[src/rtl/snn_map_pkg.sv]
// snn_map_pkg: accelerator address-map fields, region encodings, sequencer states and address packing
package snn_map_pkg;
  localparam int CORE_BIT = 16;
  localparam int REGION_LSB = 17;
  localparam int CALC_LSB = 20;
  localparam logic [1:0] REG_SPIKE_IN = 2'b00;
  localparam logic [1:0] REG_PARAM = 2'b01;
  localparam logic [1:0] REG_SPIKE_OUT = 2'b10;
  localparam logic [1:0] REG_RUN = 2'b11;
  typedef enum logic [2:0] {S_IDLE, S_WR, S_RD, S_RWAIT, S_RUN, S_FIN} state_t;
  function automatic logic [31:0] pack_addr(input logic core, input logic [1:0] region,
                                            input logic [1:0] calc, input logic [15:0] offset);
    logic [31:0] a;
    a = {16'd0, offset};
    a[CORE_BIT] = core;
    a[REGION_LSB +: 2] = region;
    a[CALC_LSB +: 2] = calc;
    return a;
  endfunction
endpackage

[src/rtl/snn_rd_buf.sv]
// snn_rd_buf: single-entry read buffer, data held stable while valid and not ready
module snn_rd_buf #(
  parameter int DATA_W = 32
) (
  input  logic              clk_i,
  input  logic              rst_ni,
  input  logic              load,
  input  logic [DATA_W-1:0] din,
  output logic              valid,
  input  logic              ready,
  output logic [DATA_W-1:0] dout
);
  always_ff @(posedge clk_i or negedge rst_ni) begin
    if (!rst_ni) begin
      valid <= 1'b0;
      dout <= '0;
    end else begin
      valid <= load || (valid && !ready);
      if (load) dout <= din;
    end
  end
endmodule

[src/rtl/snn_host_sequencer.sv]
// snn_host_sequencer: turns host block commands into single-beat accelerator bus transactions
module snn_host_sequencer
  import snn_map_pkg::*;
#(
  parameter int ADDR_W = 32,
  parameter int DATA_W = 32
) (
  input  logic              clk_i,
  input  logic              rst_ni,
  input  logic              cmd_valid_i,
  output logic              cmd_ready_o,
  input  logic              cmd_core_i,
  input  logic [1:0]        cmd_op_i,
  input  logic [15:0]       cmd_base_i,
  input  logic [7:0]        cmd_len_i,
  input  logic [1:0]        cmd_calc_i,
  input  logic              wr_valid_i,
  output logic              wr_ready_o,
  input  logic [DATA_W-1:0] wr_data_i,
  output logic              rd_valid_o,
  input  logic              rd_ready_i,
  output logic [DATA_W-1:0] rd_data_o,
  output logic              bus_req_o,
  input  logic              bus_gnt_i,
  output logic              bus_we_o,
  output logic [ADDR_W-1:0] bus_addr_o,
  output logic [DATA_W-1:0] bus_wdata_o,
  input  logic              bus_rvalid_i,
  input  logic [DATA_W-1:0] bus_rdata_i,
  output logic              busy_o,
  output logic              done_o
);
  state_t state_q, state_d;
  logic core_q;
  logic [1:0] op_q, calc_q;
  logic [15:0] base_q;
  logic [7:0] len_q, idx_q;
  logic cmd_fire, wr_fire, gnt, last, issue, rd_load;
  assign cmd_ready_o = rst_ni && state_q == S_IDLE;
  assign busy_o = state_q != S_IDLE;
  assign done_o = state_q == S_FIN && !rd_valid_o;
  assign wr_ready_o = state_q == S_WR && !bus_req_o;
  assign cmd_fire = cmd_valid_i && cmd_ready_o;
  assign wr_fire = wr_valid_i && wr_ready_o;
  assign gnt = bus_req_o && bus_gnt_i;
  assign last = idx_q == len_q - 8'd1;
  assign rd_load = state_q == S_RWAIT && bus_rvalid_i;
  // a read is only issued once its response is guaranteed a free buffer slot
  assign issue = wr_fire || (!bus_req_o && (state_q == S_RUN ||
                 (state_q == S_RD && (!rd_valid_o || rd_ready_i))));
  always_ff @(posedge clk_i or negedge rst_ni) begin
    if (!rst_ni) state_q <= S_IDLE;
    else state_q <= state_d;
  end
  always_comb begin
    state_d = state_q;
    case (state_q)
      S_IDLE:  if (cmd_fire) state_d = cmd_op_i == REG_SPIKE_OUT ? S_RD :
                                       cmd_op_i == REG_RUN ? S_RUN : S_WR;
      S_WR:    if (gnt && last) state_d = S_FIN;
      S_RD:    if (gnt) state_d = S_RWAIT;
      S_RWAIT: if (bus_rvalid_i) state_d = last ? S_FIN : S_RD;
      S_RUN:   if (gnt) state_d = S_FIN;
      S_FIN:   if (!rd_valid_o) state_d = S_IDLE;
      default: state_d = S_IDLE;
    endcase
  end
  always_ff @(posedge clk_i or negedge rst_ni) begin
    if (!rst_ni) begin
      core_q <= 1'b0;
      op_q <= 2'b00;
      calc_q <= 2'b00;
      base_q <= '0;
      len_q <= '0;
      idx_q <= '0;
      bus_req_o <= 1'b0;
      bus_we_o <= 1'b0;
      bus_addr_o <= '0;
      bus_wdata_o <= '0;
    end else begin
      if (cmd_fire) begin
        core_q <= cmd_core_i;
        op_q <= cmd_op_i;
        calc_q <= cmd_calc_i;
        base_q <= cmd_base_i;
        len_q <= cmd_len_i;
        idx_q <= '0;
      end
      if ((state_q == S_WR && gnt) || rd_load) idx_q <= idx_q + 8'd1;
      if (gnt) bus_req_o <= 1'b0;
      if (issue) begin
        bus_req_o <= 1'b1;
        bus_we_o <= state_q != S_RD;
        bus_addr_o <= ADDR_W'(pack_addr(core_q, op_q, calc_q, base_q + {8'd0, idx_q}));
        bus_wdata_o <= state_q == S_WR ? wr_data_i : '0;
      end
    end
  end
  snn_rd_buf #(.DATA_W(DATA_W)) u_rd_buf (
    .clk_i (clk_i),
    .rst_ni(rst_ni),
    .load  (rd_load),
    .din   (bus_rdata_i),
    .valid (rd_valid_o),
    .ready (rd_ready_i),
    .dout  (rd_data_o)
  );
endmodule

[config.mk]
export PLATFORM = sky130hd
export DESIGN_NAME = snn_host_sequencer
export DESIGN_NICKNAME = d
export VERILOG_FILES = /design/src/rtl/snn_map_pkg.sv /design/src/rtl/snn_rd_buf.sv /design/src/rtl/snn_host_sequencer.sv
export SDC_FILE = /design/constraint.sdc
export NUM_CORES = 1
export LEC_CHECK = 0
export ABC_CLOCK_PERIOD_IN_PS = 5880
export CAP_MARGIN = 20
export CELL_PAD_IN_SITES_DETAIL_PLACEMENT = 1
export CELL_PAD_IN_SITES_GLOBAL_PLACEMENT = 2
export CORE_MARGIN = 2
export CORE_UTILIZATION = 31
export DETAILED_ROUTE_END_ITERATION = 10
export DONT_BUFFER_PORTS = 1
export HOLD_SLACK_MARGIN = 0.1
export PLACE_DENSITY_LB_ADDON = 0.1
export RECOVER_POWER = 50
export SYNTH_ARGS = -nofsm -noshare
export SYNTH_HDL_FRONTEND = slang
export SYNTH_SLANG_ARGS = --single-unit
[constraint.sdc]
create_clock -name clk_i -period 5.88 [get_ports clk_i]
set_input_delay 0.882 -clock clk_i [delete_from_list [all_inputs] [get_ports clk_i]]
set_output_delay 0.882 -clock clk_i [all_outputs]
set_load 0.01 [all_outputs]
Word-level counts from Yosys, hierarchy flattened
Index checks and enable logic that the tools add are counted.
{"block": "classes", "n_addsub": 3, "n_eq_ne": 15, "n_reduce_logical": 25, "mux": 15}
{"op": "32-bit 2-to-1 mux", "n": 1}
{"op": "3-bit 2-to-1 mux", "n": 9}
{"op": "3-bit one-hot mux with 6 select lines", "n": 1}
{"op": "16-bit by 8-bit adder with 16-bit output", "n": 1}
{"op": "8-bit 2-to-1 mux", "n": 2}
{"op": "1-bit logical AND", "n": 12}
{"op": "2-bit != test, second input constant", "n": 6}
{"op": "8-bit by 1-bit adder with 8-bit output, second input constant", "n": 1}
{"op": "8-bit equality test", "n": 1}
{"op": "8-bit by 1-bit subtractor with 8-bit output, second input constant", "n": 1}
{"op": "3-bit by 2-bit equality test with 1-bit output, second input constant", "n": 2}
{"op": "3-bit equality test, second input constant", "n": 2}
{"op": "6-bit AND reduction", "n": 1}
{"op": "1-bit logical OR", "n": 5}
{"op": "2-bit equality test, second input constant", "n": 2}
{"op": "2-bit nonzero test", "n": 2}
{"op": "3-bit by 1-bit equality test with 1-bit output, second input constant", "n": 1}
{"op": "1-bit logical NOT", "n": 3}
{"op": "3-bit logical NOT", "n": 1}
{"op": "3-bit by 2-bit != test with 1-bit output, second input constant", "n": 1}
{"op": "3-bit nonzero test", "n": 1}
{"op": "1-bit 2-to-1 mux", "n": 2}
{"block": "totals", "input_bits": 100, "register_bits": 128, "elab_cells": 71, "out_inout_bits": 103}

Logic depth before layout (Yosys ltp)
{"block": "depth", "depth_word": 7, "depth_mapped": 10, "mapped_depth_nobuf": 10}

Hierarchy
Synthesis repeated with hierarchy kept, for this count alone.
{"block": "hier_totals", "hier_cells": 475, "hier_area_um2": 6045.8}
{"mod": "snn_host_sequencer", "n_inst": 1, "area_each_um2": 4668.2, "seq_area_each_um2": 2377.3, "cells_each": 404}
{"mod": "snn_rd_buf", "n_inst": 1, "area_each_um2": 1377.6, "seq_area_each_um2": 825.8, "cells_each": 71}

Least setup slack after synthesis
OpenSTA, ideal clock, no wires.
{"block": "synth_timing", "path_type": "register to register", "startpoint": "register idx_q[0]", "endpoint": "register bus_addr_o[10]", "path_buffers": 0, "stages_incl_launch_ff": 11, "arrival_ps": 2027, "setup_slack_ps": 3720, "cell_sequence": "dfrtp_1 > ha_1 > inv_1 > fa_1 > nor2b_1 > o21ai_0 > a21boi_1 > o21ai_0 > a211oi_1 > xnor2_1 > o21ai_0"}
{"block": "synth_via", "elab_chain_cells": 1}
{"element": "start: declaration", "line": "snn_host_sequencer.sv:37", "rtl": "logic [7:0] len_q, idx_q;"}
{"element": "start signal: assignment", "line": "snn_host_sequencer.sv:89", "rtl": "if ((state_q == S_WR && gnt) || rd_load) idx_q <= idx_q + 8'd1;"}
{"element": "16-bit by 8-bit adder with 16-bit output", "line": "snn_host_sequencer.sv:94", "rtl": "bus_addr_o <= ADDR_W'(pack_addr(core_q, op_q, calc_q, base_q + {8'd0, idx_q}));"}
{"element": "end signal: assignment", "line": "snn_host_sequencer.sv:94"}
{"element": "end: declaration", "line": "snn_host_sequencer.sv:26", "rtl": "output logic [ADDR_W-1:0] bus_addr_o,"}
No other way between the ends.
A chain may end at the register's enable or synchronous reset.

Worst setup path after layout
{"block": "layout_timing", "startpoint": "register state_q[2]", "endpoint": "register idx_q[7]"}
{"block": "layout_via", "elab_chain_cells": 4, "word_cells_on_any_way": 10, "classes_between": "eq/ne: 2; mux: 1; reduce/logical: 7"}
{"element": "start: declaration", "line": "snn_host_sequencer.sv:33", "rtl": "state_t state_q, state_d;"}
{"element": "start signal: assignment", "line": "snn_host_sequencer.sv:53", "rtl": "else state_q <= state_d;"}
{"element": "3-bit by 1-bit equality test with 1-bit output (tied with other cells)", "line": "snn_host_sequencer.sv:89"}
{"element": "1-bit logical AND, on equally long branches", "line": "snn_host_sequencer.sv:89, snn_host_sequencer.sv:39, snn_host_sequencer.sv:47"}
{"element": "1-bit logical OR or 1-bit logical AND (tied branches)", "line": "snn_host_sequencer.sv:89, snn_host_sequencer.sv:43"}
{"element": "8-bit 2-to-1 mux or 2-bit nonzero test (tied branches)"}
Parallel ways exist; a longest one is shown, timed or not.

==> metrics.md <==
| Metric | Value |
|---|---|
| Syn_area_per_cell | 10.0 um2 |
| Worst-Margin Slew | 1.79 ns |
| DR iter-0 viols | 123 |
| Clock Sink Count | 128 |
| Relative slew slack | -19.7% |
| Leak | 2.94 nW |
| TritonCTS Buffers | 17 |
| Area delta synth->final | 11.9% |
| Syn. warnings | 0 |
| CP Max Fanout | 35 |
| Antenna Violating Nets Remaining | 0 |
| Sequential fraction of the synthesis area | 54.1% |
| Routed length per instance | 18.1 um |
| Total power | 0.00348 W |
| # IOs | 203 |
| Vias in the first global route | 4,383 |
| Vias per cell | 4.89 |
| Std cell rows | 50 |
| Crit. End Element | register |
| Initial Util | 31.6% |
| Layout cells sized above 1 | 13.5% |
| DRT Wirelength | 15,000 um |
| EDFF count, synth | 0 |
| RSZ-0062 raised after global routing | no |
| Leading area contributor after synthesis | dfrtp_1 |
| Cell Pwr Density | 526 nW/um2 |
| # setup viols final | 0 |
| CTS root buffer | clkbuf_16 |
| Ant. Diodes | 0 |
| Top_reg_cell synth | dfrtp_1 |
| Post-synthesis cell area | 5920 um2 |
| Max frequency | 276 MHz |
| CP required | 6.20 ns |
| Commonest non-fill, non-tap cells in the layout | 180 x nand2_1, 128 x dfrtp_1, 61 x o21ai_0 |
| DRC violations left | 0 |
| Synth top area share | 54.1% |
| H-Tree Depth | 4 |
| Largest net degree at the start of global routing | 132 |
| Commonest non-fill, non-tap cell in the layout | nand2_1 |
| Via Count | 4,042 |
| Buffers on Ports | 0 |
| Core area | 18,700 um2 |
| Final nets | 693 |
| Hold Slack | 0.162 ns |
| GR Overflow Total | 0 |
| Final Slew Violations | 36 |
| Mapped Cells | 592 |
| Final Cycle Share | 61.7% |
| Hold Fails Final Rpt | 0 |
| First-pass GRT wire length | 23,400 um |
| Fin crit period | 3.63 ns |
| Initial antenna violation count | 0 |
| CTS Hold Bufs | 0 |
| GR Util All Layers | 14.9% |
| Post-CTS Resized | 0 |
| Multi-input combinational cell area | 2470 um2 |
| Post-DP HPWL | 10,500 um |
| Die H | 142 um |
| Setup Skew | 0.00627 ns |
| DIE AREA | 20,200 um2 |
| TNS Setup | 0 ns |
| Synth Register Bits | 128 |
| Netlist cell types | 51 |
| Sequential cell area | 3200 um2 |
| Failing checks | max-capacitance violations, max-slew violations |
| Bufs on Longest Clock Path | 2 |
| CTS tree | yes |
| Synth top area cells | dfrtp_1 54%, nand2_1 11%, mux2_2 7.4% |
| Peak supply drop | 0.190 mV |
| Worst-Skew Late Latency | 0.41 ns |
| Hold/Removal Path Class | in2async |
| MaxCap Viol Count | 1 |
| Crit path kind | reg2reg |
| Fill cell count | 2,117 |
| GPL Wtd Cong | 0.771 |
| Clock-pin transition on the worst setup and hold timing paths | 0.06 ns |
| DRT Pass-1 Iters | 4 |
| Outcome | finished, violations left |
| Ys async rst share | 100% |
| Die Wd | 142 um |
| Crit path launch type | register |
| Setup bufs post-CTS | 0 |
| Worst Path Arrival | 3.94 ns |
## synth_stat cells (2+ instances only)
| master | number |
|---|---|
| nand2b_1 | 7 |
| a31oi_1 | 4 |
| nor2b_1 | 5 |
| a21oi_1 | 9 |
| a211oi_1 | 6 |
| xor2_1 | 11 |
| buf_6 | 4 |
| ha_1 | 10 |
| o31ai_1 | 3 |
| inv_1 | 8 |
| clkbuf_1 | 17 |
| nand2_1 | 180 |
| xnor2_1 | 15 |
| nor3b_1 | 3 |
| o21ai_0 | 61 |
| buf_4 | 11 |
| nand3_1 | 5 |
| buf_2 | 10 |
| nor2_1 | 13 |
| mux2_2 | 39 |
| mux2i_1 | 2 |
| o21a_1 | 2 |
| and3_1 | 4 |
| a21o_1 | 3 |
| dfrtp_1 | 128 |
| nor3_1 | 3 |
| nand4_1 | 5 |
## power by group
part           switching [W]  total [W]  internal, W
clock               0.000388    0.00104     0.000650
combinational       0.000469   0.000876     0.000407
sequential          0.000383    0.00157      0.00119
total                0.00124    0.00348      0.00224
## layer usage
metal  routed length, um  track usage, %
met5                   0               0
met4                 243            5.63
met3                1100            4.95
met2                7290            25.0
met1                6330            17.8
## cell families (layout without fill, tap and decap cells)
family / Yosys count / after routing / synth area share (%)
compound gates: 101 / 101 / 10.1
xor+xnor: 26 / 26 / 3.85
fa+ha+maj: 11 / 11 / 2.45
buf+inv: 51 / 42 / 4.84
flops: 128 / 128 / 54.1
mux: 41 / 41 / 7.76
other cells: 1 / 11 / 0.0634
simple gates: 233 / 233 / 16.8
## flip-flops by register name, summed over array words and instances (netlist names)
register	cells
base_q	16
bus_addr_o	21
bus_req_o	1
bus_wdata_o	32
bus_we_o	1
calc_q	2
core_q	1
idx_q	8
len_q	8
op_q	2
state_q	3
u_rd_buf.dout	32
u_rd_buf.valid	1
## through the flow
step / std cells / setup slack, ns / util (%) / cell area, um2
6_report: 827 / 2.25 / 35.4 / 6620
5_1_grt: 827 / 1.78 / 35.4 / 6620
4_1_cts: 827 / 3.23 / 35.4 / 6630
3_5_place_dp: 797 / 3.26 / 32.3 / 6050
3_3_place_gp: 796 / 3.31 / 32.2 / 6020
2_1_floorplan: 602 / 3.72 / - / 5960
## path summary, 6_finish.rpt
kind                                 start  cells past startpoint  slack, ns          endpoint
worst min register to register      core_q                      2       0.47            core_q
worst min-delay path                rst_ni                      0       0.16   bus_wdata_o[24]
worst max-delay path            state_q[2]                      7       2.25          idx_q[7]
max in group asynchronous           rst_ni                      0       5.54  u_rd_buf.dout[0]
min in group clk_i                  core_q                      2       0.47            core_q
worst max register to register  state_q[2]                      7       2.25          idx_q[7]
## critical path, cell delays in order, from the launching register on
cell      delay, ns
dfrtp_1        0.56
and2b_1        0.29
nand3_1        0.10
clkbuf_1       1.30
o21ai_1        0.61
nand4_1        0.43
o211ai_1       0.14
o31ai_1        0.09
## cell type report
| class | instances | share of cell area [%] |
|---|---|---|
| multi-input cells | 423 | 37.3 |
| clock buffers | 20 | 7.05 |
| clock inverters | 10 | 1.70 |
| flip-flops and latches | 128 | 48.4 |
| repair buffers | 4 | 0.699 |
| inverters | 8 | 0.454 |
| well taps | 234 | 4.42 |
Note: power is estimated with default switching activity, not from simulation.
